==> src/rtl/ram_port_arbiter.sv <==
// ============================================================================
// ram_port_arbiter : dual round-robin arbiter in front of a 256x8 dual-port RAM
// Rev 1.0
// ============================================================================
`default_nettype none

module ram_port_arbiter #(
   parameter  int DEPTH  = 256,
   parameter  int DWIDTH = 8,
   localparam int AWIDTH = $clog2(DEPTH)
) (
   input  logic                  clk,
   input  logic                  rst,
   input  logic [1:0]            wr_req,
   input  logic [2*AWIDTH-1:0]   wr_addr_i,
   input  logic [2*DWIDTH-1:0]   wr_data_i,
   output logic [1:0]            wr_gnt,
   input  logic [1:0]            rd_req,
   input  logic [2*AWIDTH-1:0]   rd_addr_i,
   output logic [1:0]            rd_gnt,
   output logic [1:0]            rd_valid,
   output logic [DWIDTH-1:0]     rd_data_o,
   output logic                  ram_wr_enbl,
   output logic [AWIDTH-1:0]     ram_wr_addr,
   output logic [DWIDTH-1:0]     ram_wr_data,
   output logic                  ram_rd_enbl,
   output logic [AWIDTH-1:0]     ram_rd_addr,
   input  logic [DWIDTH-1:0]     ram_rd_data
);

   logic              wr_last_q, wr_last_d;
   logic              rd_last_q, rd_last_d;
   logic              ram_wr_enbl_q, ram_wr_enbl_d;
   logic [AWIDTH-1:0] ram_wr_addr_q, ram_wr_addr_d;
   logic [DWIDTH-1:0] ram_wr_data_q, ram_wr_data_d;
   logic              ram_rd_enbl_q, ram_rd_enbl_d;
   logic [AWIDTH-1:0] ram_rd_addr_q, ram_rd_addr_d;
   logic              rd_own1_q, rd_own1_d;
   logic [1:0]        rd_valid_q, rd_valid_d;
   logic [DWIDTH-1:0] rd_hold_q, rd_hold_d;

   logic              w_wr_sel, w_rd_sel;
   logic              w_wr_go, w_rd_go, w_hazard;
   logic [AWIDTH-1:0] w_wr_addr, w_rd_addr;
   logic [DWIDTH-1:0] w_wr_data;

   // Candidate selection: a lone requester wins, otherwise the one not served last.
   always_comb begin
      w_wr_sel  = (&wr_req) ? ~wr_last_q : wr_req[1];
      w_rd_sel  = (&rd_req) ? ~rd_last_q : rd_req[1];
      w_wr_addr = w_wr_sel ? wr_addr_i[2*AWIDTH-1:AWIDTH] : wr_addr_i[AWIDTH-1:0];
      w_wr_data = w_wr_sel ? wr_data_i[2*DWIDTH-1:DWIDTH] : wr_data_i[DWIDTH-1:0];
      w_rd_addr = w_rd_sel ? rd_addr_i[2*AWIDTH-1:AWIDTH] : rd_addr_i[AWIDTH-1:0];
      w_wr_go   = (|wr_req) & ~rst;
      // A read to the address being written this cycle would see stale data.
      w_hazard  = w_wr_go & (w_rd_addr == w_wr_addr);
      w_rd_go   = (|rd_req) & ~rst & ~w_hazard;
      wr_gnt    = {w_wr_go & w_wr_sel, w_wr_go & ~w_wr_sel};
      rd_gnt    = {w_rd_go & w_rd_sel, w_rd_go & ~w_rd_sel};
   end

   always_comb begin
      wr_last_d     = w_wr_go ? w_wr_sel : wr_last_q;
      rd_last_d     = w_rd_go ? w_rd_sel : rd_last_q;
      ram_wr_enbl_d = w_wr_go;
      ram_wr_addr_d = w_wr_go ? w_wr_addr : ram_wr_addr_q;
      ram_wr_data_d = w_wr_go ? w_wr_data : ram_wr_data_q;
      ram_rd_enbl_d = w_rd_go;
      ram_rd_addr_d = w_rd_go ? w_rd_addr : ram_rd_addr_q;
      rd_own1_d     = w_rd_go ? w_rd_sel : rd_own1_q;
      // ram_rd_enbl_q doubles as the stage-1 valid of the return pipeline.
      rd_valid_d    = {ram_rd_enbl_q & rd_own1_q, ram_rd_enbl_q & ~rd_own1_q};
      rd_hold_d     = (|rd_valid_q) ? ram_rd_data : rd_hold_q;
   end

   always_ff @(posedge clk) begin
      if (rst) begin
         wr_last_q     <= 1'b1;
         rd_last_q     <= 1'b1;
         ram_wr_enbl_q <= 1'b0;
         ram_wr_addr_q <= '0;
         ram_wr_data_q <= '0;
         ram_rd_enbl_q <= 1'b0;
         ram_rd_addr_q <= '0;
         rd_own1_q     <= 1'b0;
         rd_valid_q    <= 2'b00;
         rd_hold_q     <= '0;
      end else begin
         wr_last_q     <= wr_last_d;
         rd_last_q     <= rd_last_d;
         ram_wr_enbl_q <= ram_wr_enbl_d;
         ram_wr_addr_q <= ram_wr_addr_d;
         ram_wr_data_q <= ram_wr_data_d;
         ram_rd_enbl_q <= ram_rd_enbl_d;
         ram_rd_addr_q <= ram_rd_addr_d;
         rd_own1_q     <= rd_own1_d;
         rd_valid_q    <= rd_valid_d;
         rd_hold_q     <= rd_hold_d;
      end
   end

   // RAM data arrives in the same cycle as rd_valid, so it is passed straight through.
   assign rd_valid    = rd_valid_q;
   assign rd_data_o   = (|rd_valid_q) ? ram_rd_data : rd_hold_q;
   assign ram_wr_enbl = ram_wr_enbl_q;
   assign ram_wr_addr = ram_wr_addr_q;
   assign ram_wr_data = ram_wr_data_q;
   assign ram_rd_enbl = ram_rd_enbl_q;
   assign ram_rd_addr = ram_rd_addr_q;

endmodule

`default_nettype wire

==> config.mk <==
export PLATFORM = sky130hd
export DESIGN_NAME = ram_port_arbiter
export DESIGN_NICKNAME = d
export VERILOG_FILES = /design/src/rtl/ram_port_arbiter.sv
export SDC_FILE = /design/constraint.sdc
export NUM_CORES = 1
export LEC_CHECK = 0
export BUFFER_PORTS_ARGS = -buffer_cell sky130_fd_sc_hd__buf_2
export CORE_UTILIZATION = 45
export CTS_BUF_LIST = sky130_fd_sc_hd__clkbuf_16
export DETAILED_ROUTE_END_ITERATION = 7
export GPL_ROUTABILITY_DRIVEN = 0
export PLACE_DENSITY = 0.82
export SYNTH_ARGS = -nofsm -noshare
export SYNTH_HDL_FRONTEND = slang
export SYNTH_SLANG_ARGS = --single-unit
==> constraint.sdc <==
create_clock -name clk -period 2.24 [get_ports clk]
set_clock_uncertainty 0.1 [all_clocks]
set_input_delay 0.224 -clock clk [delete_from_list [all_inputs] [get_ports clk]]
set_output_delay 0.224 -clock clk [all_outputs]
set_load 0.05 [all_outputs]
==> impl_metrics.json, run 1 <==
{
  "outcome": "finished, violations left",
  "violations": "setup timing",
  "row_count": 23,
  "fp.dieW_um": 67.5,
  "setup_ws_ps": -270,
  "yosysWarnings": 0,
  "route.detailed.drc": 0,
  "final_area_mm2": 0.00309,
  "async_reset_ff_share_pct": 0,
  "initialDrtViolationCount": 82,
  "antenna_found_initial": 0,
  "clock-root-buffer": "clkbuf_16",
  "die_y_um": 67.5,
  "start_util_pct": 47.6,
  "syn_inst": 222,
  "drive_gt1_share_pct": 50.7,
  "ctsHoldBuffers": 0,
  "finalCritPeriodShare_pct": 112,
  "path_clk_slew_ps": 60,
  "p_comb_share_pct": 36.4,
  "hold_path.class": "primary input to register",
  "arrival_ps": 2190,
  "dp_hpwl_um": 3840,
  "slew_headroom_pct": 59.2,
  "worstPathRequired_ps": 1920,
  "maxCapViolations": 0,
  "first_pass_iters": 5,
  "ant_nets": 0,
  "endpoint_kind": "output pin",
  "yosys_register_bits": 39,
  "syn-cell-area_mm2": 0.00193,
  "wl_per_cell_um": 14.2,
  "ys_seq_area_share_pct": 40.4,
  "setup_violations": 12,
  "synth_edf_count": 0,
  "synth_fp_nets": 284,
  "postLayoutCoreUtil_pct": 76.2,
  "worst_pin_slew_ps": 610,
  "rsz0062_at_grt": "yes",
  "design.core.area_mm2": 0.00406,
  "max_freq_mhz": 398,
  "portBuffers": 101,
  "clock_power_share_pct": 29.2,
  "clk_latency_ps": 280,
  "diodes": 0,
  "cts-buffers-inserted": 5,
  "power.net_switching_mw": 0.832,
  "synth_cell_types": 30,
  "dpl_cell_area_mm2": 0.00269,
  "timing_hold_violations_final": 0,
  "dieArea_mm2": 0.00456,
  "switching_share_pct": 35.7,
  "grt_usage_pct": 24.1,
  "report.final.slew_viol_count": 0,
  "most-common-layout-cells": "99 x buf_2, 37 x dfxtp_1, 33 x buf_4",
  "crit_path_start_kind": "register",
  "seq_power_share_pct": 34.4,
  "clockBufferDepth": 2,
  "ir_drop_uv": 360,
  "grt_pass1_vias": 1819,
  "grt_max_degree": 21,
  "grt.overflow.total": 0,
  "nets": 414,
  "p_int_mw": 1.50,
  "h-tree-depth": 2,
  "area.growth.synth_to_final_pct": 60.0,
  "power_density_mw_per_mm2": 753,
  "grt_pass1_wl_um": 8070,
  "syn_avg_cell_area_um2": 8.71,
  "ios": 102,
  "path_class": "register to output pin",
  "cts_tree": "done",
  "period_minus_slack_ps": 2510,
  "cp_max_fo": 5,
  "clkSinkCount": 39,
  "final_common_cell": "buf_2",
  "via_per_inst": 5.25,
  "ys.flop_type": "dfxtp_1",
  "routed_wl_um": 5710,
  "vias": 2117,
  "power.leakage_nw": 1.47
}
==> final cells by class <==
cell class / instances / area (µm²)
Multi-Input combinational cell: 164 / 1250
Fill cell: 270 / 965
Timing Repair Buffer: 139 / 843
Sequential cell: 39 / 783
Clock buffer: 5 / 125
Tap cell: 50 / 62.6
Clock inverter: 3 / 16.3
Inverter: 3 / 11.3
==> path summary, 6_finish.rpt <==
path | slack (ps) | to | start | cells after the start
max reg2reg | -180 | ram_rd_addr[0] | wr_last_q | 9
min | 80 | rd_valid[0] | rst | 2
max | -270 | rd_gnt[1] | wr_last_q | 9
min reg2reg | 370 | rd_valid[0] | rd_own1_q | 1
==> sequential cells by signal, indices dropped and copies added, names as in the netlist <==
| name | cells |
|---|---|
| ram_rd_addr | 8 |
| ram_wr_addr | 8 |
| ram_wr_data | 8 |
| rd_hold_q | 8 |
| rd_valid | 2 |
| ram_rd_enbl | 1 |
| ram_wr_enbl | 1 |
| rd_last_q | 1 |
| rd_own1_q | 1 |
| wr_last_q | 1 |
==> synth_stat cells, types with 2 or more instances <==
cell	number	area, µm²
dfxtp_1	39	781
or4_1	9	67.6
clkbuf_1	9	33.8
nor2_1	25	93.8
a21boi_2	2	22.5
nand3_1	10	50.1
mux2_2	8	90.1
xnor2_1	8	70.1
nor3b_1	2	15.0
and2_1	9	56.3
nand2_1	22	82.6
mux2i_1	16	160
nor3_1	2	10.0
a22oi_1	8	60.1
a21oi_1	8	40.0
a211oi_1	8	60.1
o21ai_0	12	60.1
a2bb2oi_1	9	78.8
buf_2	4	20.0
inv_1	2	7.51
==> critical path, stage by stage (launching register included) <==
cell,delay (ps)
dfxtp_2,330
a21boi_4,190
buf_12,170
mux2i_1,310
xnor2_1,180
nand3_2,130
o31ai_4,260
buf_6,160
nor2_4,30
buf_8,140
==> cells by family (layout without fill, tap and decap cells) <==
logic type	count (synthesis)	after routing	share of synthesized area, %
compound gates	49	49	17.7
mux	24	24	12.9
xor+xnor	8	8	3.62
flops	39	39	40.4
simple gates	83	83	20.8
buf+inv	19	150	4.53
==> routing by layer <==
layer / part of all wire, % / global-route usage [%]
met5: 0 / 0
met4: 1.5 / 11.4
met3: 6.3 / 6.08
met2: 51 / 40.0
met1: 41 / 28.6
==> metrics by stage <==
step	total power, mW	setup slack (ps)	setup TNS, ps	hold WS (ps)	instances
floorplan	1.33	10.9	0	208	222
global route	2.43	-343	-2620	84.5	403
CTS	2.30	-239	-745	74.5	401
finish	2.33	-270	-1720	77.5	403
detailed placement	1.56	-150	-1320	357	386
global placement	1.55	-52.6	-485	335	386
==> repair_timing <==
| action | in CTS | in global routing |
|---|---|---|
| endpoints found under the setup margin | 11 | 12 |
| setup buffers | 8 | 3 |
| hold endpoints to repair | 0 | 0 |
| gates cloned | 1 | 0 |
| pin swaps | 5 | 6 |
| gates resized for setup | 30 | 9 |
==> power by group through the flow <==
stage | logic, mW | registers (mW) | clock network, mW
6_report | 0.848 | 0.802 | 0.679
3_5_place_dp | 0.754 | 0.811 | 0
5_1_grt | 0.899 | 0.809 | 0.722
3_3_place_gp | 0.741 | 0.811 | 0
2_1_floorplan | 0.338 | 0.994 | 0
4_1_cts | 0.823 | 0.797 | 0.685
Power figures use the tool's default switching activity.
==> inputs of run 2 (changes only) <==
--- a/config.mk
+++ b/config.mk
@@ -6,11 +6,11 @@
 export NUM_CORES = 1
 export LEC_CHECK = 0
 export BUFFER_PORTS_ARGS = -buffer_cell sky130_fd_sc_hd__buf_2
-export CORE_UTILIZATION = 45
-export CTS_BUF_LIST = sky130_fd_sc_hd__clkbuf_16
+export CORE_UTILIZATION = 46
+export CTS_BUF_LIST = sky130_fd_sc_hd__clkbuf_2 sky130_fd_sc_hd__clkbuf_4 sky130_fd_sc_hd__clkbuf_8
 export DETAILED_ROUTE_END_ITERATION = 7
 export GPL_ROUTABILITY_DRIVEN = 0
-export PLACE_DENSITY = 0.82
+export PLACE_DENSITY = 0.83
 export SYNTH_ARGS = -nofsm -noshare
 export SYNTH_HDL_FRONTEND = slang
 export SYNTH_SLANG_ARGS = --single-unit
==> run 2 against run 1 <==
The run still ends with setup timing left. Clock power down 30%. Worst setup slack worse by 22 ps. Via count up 0.38%. Sequential share of layout area up 0.14 points. Wire length down 5.1%. Combinational power up 1%. Die area down 2.1%. Critical path type unchanged. Largest power group unchanged.
==> impl_metrics.json, run 2 (synthesized netlist as in run 1, its figures left out) <==
{
  "outcome": "finished, violations left",
  "violations": "setup timing",
  "place_inst": 382,
  "path_class": "register to output pin",
  "setup_violations": 12,
  "wl_met3_um": 449,
  "period_minus_slack_ps": 2530,
  "antenna_found_initial": 0,
  "diodes": 0,
  "dpl_cell_area_mm2": 0.00266,
  "nets": 407,
  "design.core.area_mm2": 0.00403,
  "via_per_inst": 5.37,
  "most-common-layout-cells": "99 x buf_2, 37 x dfxtp_1, 26 x buf_4",
  "clk_latency_ps": 280,
  "cp_slowest_stage_delay_ps": 360,
  "wl_per_cell_um": 13.7,
  "worstPathRequired_ps": 1920,
  "top_layer_used": "met4",
  "clkSinkCount": 39,
  "grt_pass1_vias": 1698,
  "arrival_ps": 2210,
  "whs_ps": 72.0,
  "initialDrtViolationCount": 105,
  "report.final.slew_viol_count": 0,
  "maxCapViolations": 0,
  "endpoint_kind": "output pin",
  "slowest_stage": "o31ai_4",
  "ctsHoldBuffers": 0,
  "clock-root-buffer": "clkbuf_8",
  "grt_pass1_wl_um": 7270,
  "setup_tns_ps": -1160,
  "whs_path_depth": 2,
  "fp.dieW_um": 66.8,
  "wl_met2_um": 2870,
  "routed_wl_um": 5420,
  "first_pass_iters": 4,
  "dieArea_mm2": 0.00447,
  "rsz0062_at_grt": "yes",
  "grt_max_degree": 21,
  "timing_hold_violations_final": 0,
  "power_density_mw_per_mm2": 693,
  "h-tree-depth": 2,
  "worst_pin_slew_ps": 593,
  "final_cells": 396,
  "ant_nets": 0,
  "ir_drop_uv": 353,
  "worstReg2RegStart": "wr_last_q",
  "rrSetupSlack_ps": -90,
  "power.leakage_nw": 1.45,
  "route.detailed.drc": 0,
  "whs_endpoint": "rd_valid[0]",
  "grt.overflow.total": 0,
  "clockBufferDepth": 2,
  "grt_usage_pct": 21.8,
  "reg2regPathDepth": 9,
  "path_cells": "a21boi_4 > buf_12 > mux2i_4 > xnor2_1 > nand4_1 > o31ai_4 > nor2_4 > buf_8",
  "vias": 2125,
  "dp_hpwl_um": 3750,
  "portBuffers": 101,
  "met1_length_um": 2060,
  "postLayoutCoreUtil_pct": 76.3,
  "cts_tree": "done",
  "hp-start": "rst",
  "hold_path.class": "primary input to register",
  "finalCritPeriodShare_pct": 113,
  "area.growth.synth_to_final_pct": 59.1,
  "cp_max_fo": 5,
  "ios": 102,
  "path_clk_slew_ps": 70,
  "drive_gt1_share_pct": 52.0,
  "max_freq_mhz": 395,
  "crit_path_start_kind": "register",
  "final_area_mm2": 0.00308,
  "cts-buffers-inserted": 5,
  "rr_endpoint": "ram_rd_addr[3]",
  "die_y_um": 66.8,
  "setup_ws_ps": -292,
  "slew_headroom_pct": 60.3,
  "final_common_cell": "buf_2",
  "start_util_pct": 48.0,
  "row_count": 23
}
run 2: cell types whose count changed in the layout (fill, tap and decap cells not counted), sizes merged:
cell and delta:
buf -9, clkbuf +4, inv -1, clkinvlp -1
run 2: what timing repair did:
item,in CTS,in global routing
resized for setup,19,30
gates cloned,0,2
pin swaps,4,23
setup buffers,1,4
setup endpoints to repair,12,12
run 2: power by group:
part,internal (mW),switching [mW]
Combinational,0.331,0.528
Clock,0.243,0.230
Sequential,0.765,0.0357
Total,1.34,0.794
run 2: area by class of cell:
type / instances / area (µm²)
Timing Repair Buffer: 132 / 822
Inverter: 3 / 11.3
Tap cell: 50 / 62.6
Clock buffer: 7 / 83.8
Fill cell: 283 / 953
Clock inverter: 1 / 5.00
Multi-Input combinational cell: 164 / 1310
Sequential cell: 39 / 783
run 2: how the worst max path moves through the flow:
stage	end	start	depth (start not counted)	slack (ps)
after floorplan	rd_gnt[0]	rd_last_q	9	10
after global placement	ram_rd_addr[2]	rd_req[0]	9	-70
after detailed placement	ram_rd_addr[3]	rd_req[0]	9	-130
after CTS	rd_gnt[1]	wr_last_q	8	-270
after global routing	rd_gnt[0]	rd_last_q	8	-370
final	rd_gnt[0]	wr_last_q	8	-290
run 2: stage by stage:
stage	worst slack (ps)	power, mW
2_1_floorplan	10.9	1.33
3_3_place_gp	-74.5	1.54
3_5_place_dp	-128	1.56
4_1_cts	-273	2.06
5_1_grt	-365	2.23
6_report	-292	2.13
run 2: worst max-delay path: cells and delay by family, from the launching register on:
family / cells / cell delay, ps
buffers and inverters: 2 / 330
AO/OA/AOI/OAI: 2 / 580
XOR/XNOR: 1 / 160
AND/OR/NAND/NOR: 2 / 270
multiplexers: 1 / 240
flip-flops: 1 / 340
run 2: layer usage:
metal | global-route usage, % | vias up
met5 | 0 | -
met4 | 7.18 | 0
met3 | 4.79 | 6
met2 | 38.6 | 112
met1 | 25.5 | 968
li1 | - | 1039
